### src/rtl/dm_cache_ctrl_pkg.sv
// Shared types for the direct-mapped write-back cache: CPU, memory and
// tag/data store interfaces, address field positions and controller states.
package cache_def;

  localparam int TAGMSB = 31;
  localparam int TAGLSB = 14;

  typedef enum logic [1:0] {
    IDLE,
    COMPARE_TAG,
    ALLOCATE,
    WRITE_BACK
  } cache_state_type;

  typedef struct packed {
    logic                valid;
    logic                dirty;
    logic [TAGMSB:TAGLSB] tag;
  } cache_tag_type;

  typedef struct packed {
    logic [9:0] index;
    logic       we;
  } cache_req_type;

  typedef logic [127:0] cache_data_type;

  typedef struct packed {
    logic [31:0] addr;
    logic [31:0] data;
    logic        rw;
    logic        valid;
  } cpu_req_type;

  typedef struct packed {
    logic [31:0] data;
    logic        ready;
  } cpu_result_type;

  typedef struct packed {
    logic [31:0]    addr;
    cache_data_type data;
    logic           rw;
    logic           valid;
  } mem_req_type;

  typedef struct packed {
    cache_data_type data;
    logic           ready;
  } mem_data_type;

endpackage

### src/rtl/dm_cache_word_merge.sv
// Combinational 32-bit word select and insert within a 128-bit cache block.
module dm_cache_word_merge
  import cache_def::*;
(
  input  cache_data_type blk,
  input  logic [1:0]     word_sel,
  input  logic [31:0]    wdata,
  output cache_data_type merged,
  output logic [31:0]    rdata
);

  // Read the addressed word and build the block with that word replaced.
  always_comb begin
    merged = blk;
    merged[{word_sel, 5'b0} +: 32] = wdata;
    rdata = blk[{word_sel, 5'b0} +: 32];
  end

endmodule

### src/rtl/dm_cache_ctrl.sv
// Controller for a direct-mapped write-back, write-allocate cache.
// Only the state and the latched CPU request are registered; every store
// command and handshake output is decoded from them each cycle, so the
// tag/data stores (combinational read, posedge write) see the same cycle.
module dm_cache_ctrl
  import cache_def::*;
#(
  parameter int IDX_W = 10,
  parameter int TAG_W = 18
) (
  input  logic           clk,
  input  logic           rst_n,
  input  cpu_req_type    cpu_req,
  output cpu_result_type cpu_res,
  input  mem_data_type   mem_data,
  output mem_req_type    mem_req,
  output cache_req_type  tag_req,
  output cache_tag_type  tag_write,
  input  cache_tag_type  tag_read,
  output cache_req_type  data_req,
  output cache_data_type data_write,
  input  cache_data_type data_read
);

  cache_state_type state, state_d;
  cpu_req_type     req_q, req_d;

  logic [TAG_W-1:0] req_tag;
  logic [IDX_W-1:0] req_idx;
  logic             hit;
  cache_data_type   merged_blk;
  logic [31:0]      rd_word;

  assign req_tag = req_q.addr[31 -: TAG_W];
  assign req_idx = req_q.addr[4 +: IDX_W];
  assign hit     = tag_read.valid && (tag_read.tag == req_tag);

  dm_cache_word_merge u_merge (
    .blk      (data_read),
    .word_sel (req_q.addr[3:2]),
    .wdata    (req_q.data),
    .merged   (merged_blk),
    .rdata    (rd_word)
  );

  // Next-state and output decode; store writes are suppressed while reset
  // is asserted so an aborted refill or write hit never lands in the stores.
  always_comb begin
    state_d = state;
    req_d   = req_q;

    tag_req.index  = req_idx;
    tag_req.we     = 1'b0;
    tag_write      = '{valid: 1'b1, dirty: 1'b0, tag: req_tag};
    data_req.index = req_idx;
    data_req.we    = 1'b0;
    data_write     = data_read;

    mem_req.addr  = {req_tag, req_idx, 4'b0};
    mem_req.data  = data_read;
    mem_req.rw    = 1'b0;
    mem_req.valid = 1'b0;

    cpu_res.data  = rd_word;
    cpu_res.ready = 1'b0;

    case (state)
      IDLE: begin
        if (cpu_req.valid) begin
          req_d   = cpu_req;
          state_d = COMPARE_TAG;
        end
      end
      COMPARE_TAG: begin
        if (hit) begin
          cpu_res.ready = 1'b1;
          if (req_q.rw) begin
            data_req.we     = 1'b1;
            data_write      = merged_blk;
            tag_req.we      = 1'b1;
            tag_write.dirty = 1'b1;
          end
          state_d = IDLE;
        end else if (tag_read.valid && tag_read.dirty) begin
          state_d = WRITE_BACK;
        end else begin
          state_d = ALLOCATE;
        end
      end
      WRITE_BACK: begin
        mem_req.addr  = {tag_read.tag, req_idx, 4'b0};
        mem_req.rw    = 1'b1;
        mem_req.valid = 1'b1;
        if (mem_data.ready) state_d = ALLOCATE;
      end
      ALLOCATE: begin
        mem_req.valid = 1'b1;
        if (mem_data.ready) begin
          data_req.we = 1'b1;
          data_write  = mem_data.data;
          tag_req.we  = 1'b1;
          state_d     = COMPARE_TAG;
        end
      end
      default: state_d = IDLE;
    endcase

    if (!rst_n) begin
      tag_req.we    = 1'b0;
      data_req.we   = 1'b0;
      cpu_res.ready = 1'b0;
    end
  end

  // State and latched request; reset returns to IDLE with an empty request.
  always_ff @(posedge clk) begin
    if (!rst_n) begin
      state <= IDLE;
      req_q <= '0;
    end else begin
      state <= state_d;
      req_q <= req_d;
    end
  end

endmodule

### config.mk
export PLATFORM = sky130hd
export DESIGN_NAME = dm_cache_ctrl
export DESIGN_NICKNAME = d
export VERILOG_FILES = /design/src/rtl/dm_cache_ctrl_pkg.sv /design/src/rtl/dm_cache_word_merge.sv /design/src/rtl/dm_cache_ctrl.sv
export SDC_FILE = /design/constraint.sdc
export NUM_CORES = 1
export LEC_CHECK = 0
export ABC_CLOCK_PERIOD_IN_PS = 4500
export BUFFER_PORTS_ARGS = -buffer_cell sky130_fd_sc_hd__buf_4
export CAP_MARGIN = 10
export CORE_AREA = 4 4 276 278
export CTS_CLUSTER_DIAMETER = 100
export DETAILED_ROUTE_END_ITERATION = 7
export DIE_AREA = 0 0 280 282
export GPL_TIMING_DRIVEN = 1
export PLACE_DENSITY = 0.38
export SKIP_LAST_GASP = 1
export SLEW_MARGIN = 5
export SYNTH_ARGS = -nofsm -noshare
export SYNTH_HDL_FRONTEND = slang
export SYNTH_HIERARCHICAL = 1
export SYNTH_SLANG_ARGS = --single-unit
export TNS_END_PERCENT = 1
### constraint.sdc
create_clock -name clk -period 4.5 [get_ports clk]
set_clock_uncertainty 0.05 [all_clocks]
set_input_delay 0.45 -clock clk [delete_from_list [all_inputs] [get_ports clk]]
set_output_delay 0.45 -clock clk [all_outputs]
set_load 0.02 [all_outputs]
Yosys cells after proc, flatten, opt, wreduce, memory -nomap -nowiden

Cells that the tools add are included.
W data, S select, Z words.

Flip-flop bits (word level): 67
Word-level logic and storage cells: 44

Add/sub/neg operators: 1
Equality and inequality tests: 7
Shift-type cells: 3
Multiplexer cells: 23
Reduce and logical (&&, ||, !) cells: 6

Operators with widths:

| cell                       | count |
|---|---|
| $mux W128                  | 3 |
| $pmux W128 S2              | 1 |
| $bwmux W128                | 1 |
| $shift A32 B9 Y128 const A | 1 |
| $shiftx A128 B8 Y32        | 1 |
| $shiftx A32 B9 Y128        | 1 |
| $mux W32                   | 1 |
| $eq A18 B18 Y1             | 1 |
| $mux W1                    | 11 |
| $neg A7 Y9                 | 1 |
| $mux W2                    | 4 |
| $pmux W2 S4                | 1 |
| $ne A2 B2 Y1 const B       | 3 |
| $eq A2 B2 Y1 const B       | 2 |
| $reduce_and A3 Y1          | 1 |
| $eq A2 B1 Y1 const B       | 1 |
| $logic_and A1 B1 Y1        | 2 |
| $logic_not A2 Y1           | 1 |
| $pmux W1 S2                | 1 |
| $reduce_and A2 Y1          | 1 |
| $reduce_or A2 Y1           | 1 |

Depth between registers and ports, before layout

Word-level depth: 6
Gate-level depth with buffers: 10

By module

The synthesis kept the hierarchy.

Modules (own cells, without submodules):

| module              | times used | cells each | area each (µm²) | seq. area each (µm²) |
|---|---|---|---|---|
| dm_cache_ctrl       | 1          | 1145       | 7754.9          | 1301.2 |
| dm_cache_word_merge | 1          | 288        | 3026.7          | 0.0 |

Worst setup path before layout

OpenSTA, ideal clock, no wires.

Path type: input -> output
Start point: input port tag_read[5] in the netlist's numbering
End point: output port tag_req[0] in the netlist's numbering
Arrival time: 2.650 ns
Required time: 4.000 ns
Setup slack: 1.350 ns
Stages on the path: 7
Buffers on the path: 2
Cells stage by stage: xor2_1 -> nor4_2 -> o2111ai_2 -> or4_4 -> buf_2 -> a21boi_0 -> buf_4

RTL lines:

| what        | line                | text |
|---|---|---|
| from (decl) | dm_cache_ctrl.sv:19 | `input cache_tag_type tag_read,` |
| to (decl)   | dm_cache_ctrl.sv:17 | `output cache_req_type tag_req,` |

Worst setup path in the final report

Start point: register req_q (netlist bit tag_write[9])
End point: output port data_write[25]

Longest elaborated chain between the ends: 4

Ends and longest elaborated chain:

| what                   | line                 | text |
|---|---|---|
| from (decl)            | dm_cache_ctrl.sv:26  | `cpu_req_type req_q, req_d;` |
| from (signal assigned) | dm_cache_ctrl.sv:122 | `req_q <= req_d;` |
| $eq A18 B18 Y1         | dm_cache_ctrl.sv:36  | `assign hit = tag_read.valid && (tag_read.tag == req_tag);` |
| $logic_and A1 B1 Y1    | dm_cache_ctrl.sv:36  |  |
| $mux W128              | dm_cache_ctrl.sv:75  | `if (hit) begin` |
| $pmux W128 S2          | dm_cache_ctrl.sv:67  | `case (state)` |
| to (decl)              | dm_cache_ctrl.sv:21  | `output cache_data_type data_write,` |

Every way passes these cells.

==> run metrics <==
result of the run=complete, no violations; CTS root buffer=clkbuf_16; Worst-Margin Slew=1.09 ns; critical path cell sequence=xor2_1, nor4_1, nand3_1, or4_4, buf_12, o211ai_1, buf_4; reg-to-reg endpoint=state[0]$_SDFFE_PN0P_; average via count per standard cell=about 4.6; Routed Antenna Nets=0; power per cell area=480 mW/mm2; core region area=0.0739 mm2; Longest Clk Path Bufs=2; x dimension of the die=roughly 280 um; number of cells produced by synthesis=between 1000 and 1500; number of enable flip-flop cells after synthesis=0; Max VDD drop=between 0.3 and 0.4 mV; post-synth cell types=51; CTS Hold Buffers Added=0; Placed Cells=2794; final total power=7.55 mW; critical path's largest stage delay=about 0.67 ns; Port Buffers=702; DR WL/cell=25.2 um; tightest slew margin relative to the limit=0.270; buffers inserted by post-CTS timing repair=0; critical register-to-register path startpoint=tag_write[5]$_SDFFE_PN0P_; Fin Hold WS=0.269 ns; first-pass iteration count of the detailed router=5; all-layer global routing usage=0.169; mean instance size in the synthesized netlist=7.52 um2; Final Critical Period=about 4.1 ns; area grow syn2layout=45.9%; Overflow after GRT=0; final standard cell count with taps included and fillers excluded=2811; standard-cell row count=100; number of endpoints failing setup at the final stage=0; footprint of the multi-input gates=approximately 0.0067 mm2; number of clock sinks seen by CTS=65; DPL Wire Length=51.5 mm; number of nets in the finished design=2190; setup slack, reg-to-reg=2.15 ns; pin count of the biggest net entering global routing=133; number of antenna violations at the first check in global routing=5; share of the synthesized area in the top cell type=0.129; leakage=6.56 nW; Max-Cap Viols=0; clock buffers created by TritonCTS=9; count of filler cells inserted in the layout=8369; number of global-route vias before repair=13167; critical-path maximum fanout=129; CTS tree=built; share of layout cells above drive strength 1=0.439; fmax=241 MHz; effective utilization at floorplan=0.146; die outline height=between 200 and 300 um; combined area of all synthesized cells=0.0108 mm2; top cells by area, synth=buf_4 (13%), dfxtp_1 (12%), o311ai_0 (10%); source-to-sink clock delay at the later pin of the worst-skew pair=0.38 ns; FFs w/ async S/R, synth=0; prevailing post-synth register cell=dfxtp_1; clock input transition at the sequential cells of the worst setup and hold paths=0.08 ns; period utilization=0.921; post-synth top area cell=buf_4; Routability Congestion=0.858; count of H-tree levels built during CTS=3; Setup TNS=0 ns; RSZ-0062 raised after global routing=false; total length of routed wires=70.8 mm; total number of vias=13067; FF-to-FF path depth=6; Critical Path End=data_write[25]; kind of critical path=reg -> out; class of the worst hold path=in -> reg; Worst path slowest cell=nor4_1; Sequential cell area=0.00131 mm2; CP Launch Type=register; wire length of the first global-routing pass=98.5 mm; Worst setup EP type=output pin; worst path arrival time=3.64 ns; final-report max-slew violation count=0; origin of the worst setup path=tag_write[9]$_SDFFE_PN0P_; register bit count reported by yosys=65; number of gates given a new drive strength after cts=0; Die Area=0.0790 mm2; number of violations reported at the end of detailed-routing iteration 0=roughly 800; I/O pins=710; Worst EP required=roughly 4.0 ns; Seq/Total Area, Yosys=0.121; number of endpoints with negative hold slack in the final report=0; number of remaining DRC errors=0; Ys Warns=6
==> registers in the layout, indices dropped and copies added, names as in the netlist <==
signal / flops
data_req: 10
tag_write: 18
req_q: 35
state: 2
==> power by group <==
group	internal (mW)	switching, mW	total [mW]	leakage (nW)
clock	0.385	0.396	0.781	0.139
sequential	0.689	0.183	0.872	0.533
combinational	2.26	3.64	5.89	5.88
==> routing by layer <==
layer / vias up / share of wire / global-route usage
met5: - / 0.00018 / 0
met4: 2 / 0.015 / 0.0327
met3: 55 / 0.078 / 0.0428
met2: 656 / 0.49 / 0.296
met1: 6461 / 0.42 / 0.211
li1: 5893 / - / -
==> Yosys cell counts, types with 2 or more instances <==
master,count
nand2_1,293
buf_4,185
inv_1,174
o211ai_1,129
o311ai_0,127
clkbuf_1,106
dfxtp_1,65
a21boi_0,64
a32o_1,59
a22o_1,37
mux4_1,30
o32ai_2,27
buf_2,25
buf_6,16
mux2_2,14
xor2_1,10
ha_1,9
o21ai_0,5
nand3_1,4
nor2b_1,4
and3_1,3
buf_12,3
nor4_1,3
o32ai_4,3
xnor2_1,3
a21oi_1,2
and4bb_2,2
conb_1,2
mux4_2,2
nand2b_1,2
nand3b_1,2
nor2_1,2
o311ai_1,2
o32ai_1,2
==> kinds of logic (layout without fill, tap and decap cells) <==
kind of cell | count (synthesis) | count (layout) | synth area share
adders and majority gates | 9 | 9 | 0.0104
other | 2 | 6 | 0.000697
AOI/OAI and AO/OA | 465 | 465 | 0.384
and+or+nand+nor | 322 | 322 | 0.121
DFF | 65 | 65 | 0.121
xor gates and xnor gates | 13 | 13 | 0.0106
buffers and inverters | 511 | 916 | 0.261
muxes | 46 | 46 | 0.0919
==> through the flow <==
stage | utilization | area [um2] | setup WS (ns)
floorplan | - | 10800 | 1.35
detailed placement | 0.209 | 15400 | 0.723
global route | 0.213 | 15700 | 0.302
CTS | 0.213 | 15700 | 0.451
global placement | 0.209 | 15400 | 0.782
finish | 0.213 | 15700 | 0.357
==> final cells by class <==
type	count	area share
antenna	1	0.000159
tap	969	0.0771
inverter	175	0.0418
clock inverter	7	0.00374
clock buffer	9	0.0143
timing repair buffer	725	0.351
multi-input combinational	860	0.429
sequential	65	0.0831
==> worst max-delay path, delay by kind of cell, from the launching register on <==
family / cells / cell delay [ns]
xor+xnor: 1 / 0.18
buf+inv: 2 / 0.48
simple gates: 3 / 1.60
compound gates: 1 / 0.47
flops: 1 / 0.37
==> layout by cell type (no fill, tap or decap), types with 2 or more instances in the layout <==
cell,count
ha_1,8
o211ai_1,129
clkbuf_16,9
inv_2,3
nand3b_1,2
conb_1,5
nand3_1,3
nor2_1,2
buf_4,719
inv_6,3
buf_12,6
dfxtp_1,63
mux4_2,2
o32ai_4,3
a32o_1,59
a21oi_1,2
o32ai_2,27
nor4_1,3
nor2b_1,4
o311ai_0,127
a21boi_0,64
mux2_2,14
and4bb_2,2
o32ai_1,2
xor2_1,10
o21ai_0,5
o311ai_1,2
xnor2_1,3
inv_1,172
a22o_1,37
mux4_1,30
nand2_1,292
==> worst min-delay path by stage <==
stage | startpoint | endpoint | slack, ns | depth (start not counted)
final | cpu_req[53] | tag_write[5]$_SDFFE_PN0P_ | 0.27 | 3
after global routing | cpu_req[25] | req_q[25]$_SDFFE_PN0P_ | 0.26 | 3
after floorplan | tag_write[2]$_SDFFE_PN0P_ | tag_write[2]$_SDFFE_PN0P_ | 0.41 | 2
after detailed placement | tag_write[2]$_SDFFE_PN0P_ | tag_write[2]$_SDFFE_PN0P_ | 0.44 | 2
after CTS | cpu_req[19] | req_q[19]$_SDFFE_PN0P_ | 0.21 | 3
after global placement | tag_write[2]$_SDFFE_PN0P_ | tag_write[2]$_SDFFE_PN0P_ | 0.43 | 2
Note: power is estimated with default switching activity, not from simulation.
